File: src/rtl/dmem_pkg.sv
// Shared types and defaults for the data memory responder.
package dmem_pkg;
  localparam int unsigned LATENCY_DEF = 4;
  localparam int unsigned DEPTH_W_DEF = 8;
  localparam int unsigned DATA_W      = 16;
  localparam int unsigned CNT_W       = 4;

  typedef enum logic [1:0] {
    IDLE = 2'd0,
    BUSY = 2'd1,
    DONE = 2'd2
  } dmem_state_e;
endpackage

File: src/rtl/dmem_array.sv
// Word storage: synchronous write, combinational read, no reset on contents.
module dmem_array
  import dmem_pkg::*;
#(
  parameter int unsigned DEPTH_W = DEPTH_W_DEF
) (
  input  logic              clk,
  input  logic              we,
  input  logic [DEPTH_W-1:0] addr,
  input  logic [DATA_W-1:0] wdata,
  output logic [DATA_W-1:0] rdata
);

  logic [DATA_W-1:0] mem [0:(1 << DEPTH_W)-1];

  always_ff @(posedge clk) begin
    if (we) mem[addr] <= wdata;
  end

  assign rdata = mem[addr];

endmodule

File: src/rtl/data_mem_resp.sv
// Fixed-latency data memory responder (IDLE/BUSY/DONE handshake).
// Optional illegal-request checking enabled by defining DMEM_ERR_CHECK_EN.
module data_mem_resp
  import dmem_pkg::*;
#(
  parameter int unsigned LATENCY = LATENCY_DEF,
  parameter int unsigned DEPTH_W = DEPTH_W_DEF
) (
  input  logic              clk,
  input  logic              rst,
  input  logic [DATA_W-1:0] Addr,
  input  logic [DATA_W-1:0] DataIn,
  input  logic              Rd,
  input  logic              Wr,
  output logic [DATA_W-1:0] DataOut,
  output logic              Stall,
  output logic              Done,
  output logic              err
);

  dmem_state_e         state;
  logic [CNT_W-1:0]    cnt;
  logic [DEPTH_W-1:0]  cap_idx;
  logic [DATA_W-1:0]   cap_data;
  logic                cap_wr;
  logic                req;
  logic                illegal;
  logic                accept;
  logic                mem_we;
  logic [DATA_W-1:0]   mem_rdata;
  logic                addr_unused;

  assign req = Rd ^ Wr;

`ifdef DMEM_ERR_CHECK_EN
  assign illegal = (Rd & Wr) | (req & Addr[0]);
  assign err     = rst & (state == IDLE) & illegal;
`else
  assign illegal = 1'b0;
  assign err     = 1'b0;
`endif

  assign addr_unused = ^{Addr[DATA_W-1:DEPTH_W+1], Addr[0]};

  assign accept = (state == IDLE) & req & ~illegal;
  // Gated by rst so Stall drops the instant reset asserts, even with a request held.
  assign Stall  = rst & (accept | (state == BUSY));
  assign Done   = (state == DONE);

  // Array write lands on the edge that enters DONE; reset forces IDLE and kills it.
  assign mem_we = (state == BUSY) & (cnt == '0) & cap_wr;

  always_ff @(posedge clk or negedge rst) begin
    if (!rst) begin
      state    <= IDLE;
      cnt      <= '0;
      cap_idx  <= '0;
      cap_data <= '0;
      cap_wr   <= 1'b0;
    end else begin
      unique case (state)
        IDLE: begin
          if (accept) begin
            cap_idx  <= Addr[DEPTH_W:1];
            cap_data <= DataIn;
            cap_wr   <= Wr;
            cnt      <= CNT_W'(LATENCY - 2);
            state    <= BUSY;
          end
        end
        BUSY: begin
          if (cnt == '0) state <= DONE;
          else           cnt   <= cnt - 1'b1;
        end
        DONE:    state <= IDLE;
        default: state <= IDLE;
      endcase
    end
  end

  dmem_array #(.DEPTH_W(DEPTH_W)) u_array (
    .clk   (clk),
    .we    (mem_we),
    .addr  (cap_idx),
    .wdata (cap_data),
    .rdata (mem_rdata)
  );

  assign DataOut = Done ? mem_rdata : '0;

endmodule
File: config.mk
export PLATFORM = sky130hd
export DESIGN_NAME = data_mem_resp
export DESIGN_NICKNAME = d
export VERILOG_FILES = /design/src/rtl/dmem_pkg.sv /design/src/rtl/dmem_array.sv /design/src/rtl/data_mem_resp.sv
export SDC_FILE = /design/constraint.sdc
export NUM_CORES = 2
export LEC_CHECK = 0
export CORE_MARGIN = 5
export CORE_UTILIZATION = 53
export CTS_CLUSTER_DIAMETER = 30
export DETAILED_ROUTE_END_ITERATION = 7
export PLACE_DENSITY = 0.65
export SLEW_MARGIN = 20
export SYNTH_ARGS = -nofsm -noshare
export SYNTH_HDL_FRONTEND = slang
export SYNTH_HIERARCHICAL = 1
export SYNTH_SLANG_ARGS = --single-unit
File: constraint.sdc
create_clock -name clk -period 10.9 [get_ports clk]
set_input_delay 1.09 -clock clk [delete_from_list [all_inputs] [get_ports clk]]
set_output_delay 1.09 -clock clk [all_outputs]
set_load 0.01 [all_outputs]
==> impl_summary.txt <==
----------------------------------------------------
[Finish]
  Layout Nets ... roughly 7600
  Fill cell instance count of the final layout ... roughly 19000
  Area growth syn-to-layout ... 20.1%
  Combined area of the multi-input logic cells ... between 0.03 and 0.04 mm^2
  Fraction of layout instances using a drive strength above 1 ... 0.326
  Seq. cell area ... 0.124 mm^2

[Setup path]
  Crit path required time ... roughly 9.8 ns
  Endpoint arrival time on the critical path ... ~6.5 ns
  Slowest CP cell ... sky130_fd_sc_hd__o41ai_1
  Ordered cell list for the critical path ... buf_12, buf_12, mux4_2, a22oi_1, a21oi_1, o41ai_1, nand4_1, and2_1, clkdlybuf4s50_1
  Worst r2r path cells ... 7
  Startpoint types ... flop
  Top fanout value on the critical path ... 73
  Beginning of the worst register-to-register path ... cap_idx[3]$_DFFE_PN0P_
  Endpoint type of the worst setup path ... primary output
  Flop2flop setup slack ... slightly below 6 ns
  Most prevalent standard cell on the critical path ... sky130_fd_sc_hd__buf_12
  Reg-to-reg endpoint ... u_array/mem[236][2]$_DFFE_PP_
  Stage delay of the slowest cell on the critical path ... ~1.1 ns
  CP Class ... flop to primary output

[Logic synthesis]
  Fraction of synthesized cell area taken by the top area cell type ... 0.786
  Share of synthesized flip-flops with an asynchronous set or reset ... 0.00751
  Synth unique cells ... 37
  Number of synthesized register bits ... approximately 4100
  Synth top cells by count ... sky130_fd_sc_hd__edfxtp_1 (4096), sky130_fd_sc_hd__mux4_2 (1024), sky130_fd_sc_hd__a22oi_1 (512)
  Warnings from Yosys ... 6
  Primary FF master, synth ... sky130_fd_sc_hd__edfxtp_1
  Number of flops mapped to enable cells by yosys ... about 4100
  Syn avg cell area ... approximately 23 um^2
  Cells after synthesis ... approximately 6800
  Net count after synthesis ... roughly 6900
  Count leader, synth ... sky130_fd_sc_hd__edfxtp_1
  Cell area after technology mapping ... roughly 0.16 mm^2
  Sequential fraction of the synthesis area ... 0.791
  Post-synth top area cell ... sky130_fd_sc_hd__edfxtp_1
  Cells taking the most area after synthesis ... sky130_fd_sc_hd__edfxtp_1 (79%), sky130_fd_sc_hd__mux4_2 (15%), sky130_fd_sc_hd__a22oi_1 (2.5%)

[Clock tree]
  CTS root buf ... sky130_fd_sc_hd__clkbuf_16
  Worst-skew pair later-pin latency ... about 1.1 ns
  Hold bufs inserted after CTS ... 0
  Number of buffers added for setup after CTS ... 0
  CTS clk-pin slew, worst paths ... roughly 0.050 ns
  Total number of H-tree levels ... 6
  Cts repair resizes ... 0
  CTS Buffer Depth ... 4
  CTS Sinks ... roughly 4100
  TritonCTS clock tree ... yes
  TritonCTS Buffers ... 683

[Route]
  Wire length reported by the detailed router ... between 300000 and 400000 um
  Total via count after detailed routing ... approximately 77000
  Post-DRT Antenna Nets ... 0
  Length of the first detailed-routing pass in iterations ... 6
  Average routed wire per standard cell ... around 32 um
  Via count normalized by instance count ... 6.40
  Iter 0 DRT Violations ... 9591
  DR DRC count ... 0

[Power and ir drop]
  Leakage power total ... between 50 and 60 nW
  Largest voltage drop on the vdd net ... about 0.00023 V
  PwrDens ... between 200 and 300 mW/mm^2

[Timing]
  Final Hold Fails ... 0
  Final cycle utilization of the critical path ... 0.691
  Clock Skews ... approximately 0.081 ns
  Minimum period implied by the final worst setup slack ... between 7 and 8 ns
  Unrepaired setup endpoints after global routing ... false
  Max frequency ... about 130 MHz
  Least-Margin Pin Slew ... 1.33 ns
  Max-slew violation count ... 0
  Endpoints failing setup ... 0
  Min setup slack post-route ... between 3 and 4 ns
  Max-slew headroom at the worst pin ... 0.102
  Post-route setup TNS ... 0 ns

[Floorplanning]
  Area of the placeable core ... approximately 0.29 mm^2
  Count of boundary I/O pins ... 55
  Die span in y ... ~550 um
  Starting utilization of the core area ... 0.532
  Die area ... between 0.3 and 0.4 mm^2
  Width of the chip ... around 550 um
  Cell Rows ... 199

[Global route]
  Sum of overflow across all layers after global routing ... 0
  Antenna violations before repair ... 13
  Maximum number of pins on one net before global-route repair ... 215
  Number of global-route vias before repair ... 78700
  Wire length of the first global-routing pass ... approximately 560000 um
  Global Route Usage Sum ... 0.253

[Worst hold path]
  Class of the most critical hold timing path ... primary input to asynchronous set/reset pin

[Place]
  Number of port buffers ... 45
  Routability congestion estimate from global placement ... 0.790
  Post-DP HPWL ... between 200000 and 250000 um
  Post-placement setup slack ... roughly 4.3 ns

[Run status]
  Outcome ... finished clean

[Run]
  Max-cap check violation count ... 0

----------------------------------------------------
-- layer usage --
layer	part of all wire	vias up	GRT usage
li1	-	31000	-
met2	0.48	4042	0.394
met1	0.39	41200	0.359
met3	0.098	680	0.0564
met5	0.00037	-	0
met4	0.037	16	0.0933
-- stage by stage --
| step | hold slack [ns] | cells | total power, W | instance area (um^2) | utilization |
|---|---|---|---|---|---|
| finish | 0.187 | 12000 | 0.0555 | 188000 | 0.639 |
| global route | 0.222 | 12000 | 0.0574 | 188000 | 0.639 |
| CTS | 0.145 | 12000 | 0.0558 | 188000 | 0.638 |
| detailed placement | 0.531 | 10700 | 0.0339 | 164000 | 0.557 |
| global placement | 0.533 | 10700 | 0.0336 | 164000 | 0.557 |
| floorplan | 0.463 | 6822 | 0.0294 | 156000 | - |
-- worst max-delay path by stage --
stage | startpoint | to | slack (ns) | cells after the start
after global placement | cap_idx[0]$_DFFE_PN0P_ | DataOut[12] | 4.33 | 9
after floorplan | cap_data[0]$_DFFE_PN0P_ | u_array/mem[0][0]$_DFFE_PP_ | 6.92 | 0
after global routing | cap_idx[0]$_DFFE_PN0P_ | DataOut[9] | 3.14 | 9
after detailed placement | cap_idx[0]$_DFFE_PN0P_ | DataOut[12] | 4.29 | 9
final | cap_idx[0]$_DFFE_PN0P_ | DataOut[14] | 3.36 | 9
after CTS | cap_idx[0]$_DFFE_PN0P_ | DataOut[9] | 3.23 | 9
-- placed cells by master (no fill, tap or decap), types with 4 or more instances in the layout --
| master | n |
|---|---|
| sky130_fd_sc_hd__edfxtp_1 | 4096 |
| sky130_fd_sc_hd__clkbuf_1 | 77 |
| sky130_fd_sc_hd__clkinv_1 | 93 |
| sky130_fd_sc_hd__inv_1 | 5 |
| sky130_fd_sc_hd__dfrtp_4 | 18 |
| sky130_fd_sc_hd__nand2b_1 | 5 |
| sky130_fd_sc_hd__a22oi_1 | 512 |
| sky130_fd_sc_hd__mux2_2 | 23 |
| sky130_fd_sc_hd__inv_16 | 9 |
| sky130_fd_sc_hd__clkbuf_16 | 685 |
| sky130_fd_sc_hd__bufinv_16 | 97 |
| sky130_fd_sc_hd__nand3_2 | 7 |
| sky130_fd_sc_hd__dfrtp_1 | 13 |
| sky130_fd_sc_hd__clkinv_4 | 42 |
| sky130_fd_sc_hd__buf_4 | 359 |
| sky130_fd_sc_hd__diode_2 | 6 |
| sky130_fd_sc_hd__nor2_2 | 8 |
| sky130_fd_sc_hd__nand2_1 | 27 |
| sky130_fd_sc_hd__o41ai_2 | 21 |
| sky130_fd_sc_hd__nor2b_2 | 5 |
| sky130_fd_sc_hd__nor2_1 | 226 |
| sky130_fd_sc_hd__inv_8 | 14 |
| sky130_fd_sc_hd__inv_6 | 38 |
| sky130_fd_sc_hd__and2_1 | 18 |
| sky130_fd_sc_hd__nand4_1 | 18 |
| sky130_fd_sc_hd__buf_12 | 30 |
| sky130_fd_sc_hd__clkinv_8 | 4 |
| sky130_fd_sc_hd__nand3_1 | 6 |
| sky130_fd_sc_hd__clkinvlp_4 | 75 |
| sky130_fd_sc_hd__clkinv_16 | 40 |
| sky130_fd_sc_hd__a21oi_1 | 258 |
| sky130_fd_sc_hd__nor3_4 | 11 |
| sky130_fd_sc_hd__nor3_2 | 20 |
| sky130_fd_sc_hd__clkinv_2 | 92 |
| sky130_fd_sc_hd__clkdlybuf4s50_1 | 44 |
| sky130_fd_sc_hd__mux4_2 | 1024 |
| sky130_fd_sc_hd__o41ai_1 | 43 |
-- state kept, by name (all words and copies together), names as in the netlist --
register / cells
cap_data: 16
cap_idx: 8
cap_wr: 1
cnt: 4
state: 2
u_array/mem: 4096
-- cells by family (layout without fill, tap and decap cells) --
family	count (synthesis)	after routing	share of synthesized area
AOI/OAI and AO/OA	842	842	0.0368
xor gates and xnor gates	1	1	0.0000560
adders and majority gates	2	2	0.000160
buffers and inverters	429	1710	0.0126
DFF	4127	4127	0.791
muxes	1048	1048	0.149
other	1	7	0.0000240
and+or+nand+nor	372	372	0.0103
-- power by group --
part	total [W]	internal, W	switching [W]
Combinational	0.0129	0.00462	0.00824
Clock	0.0219	0.0140	0.00786
Sequential	0.0208	0.0200	0.000749
Total	0.0555	0.0387	0.0168
-- worst max-delay path: cells and delay by family, from the launching register on --
family,cells,cell delay [ns]
compound gates,3,1.77
buf+inv,3,1.49
flops,1,0.87
mux,1,0.59
simple gates,2,0.46
-- final cells by class --
cell class | count | share of cell area
Clock inverter | 504 | 0.0351
Timing Repair Buffer | 438 | 0.0204
Inverter | 5 | 0.0000999
Antenna cell | 6 | 0.0000799
Sequential cell | 4127 | 0.659
Multi-Input combinational cell | 2266 | 0.166
Tap cell | 3919 | 0.0261
Clock buffer | 763 | 0.0928
(Power assumes the default switching activity.)
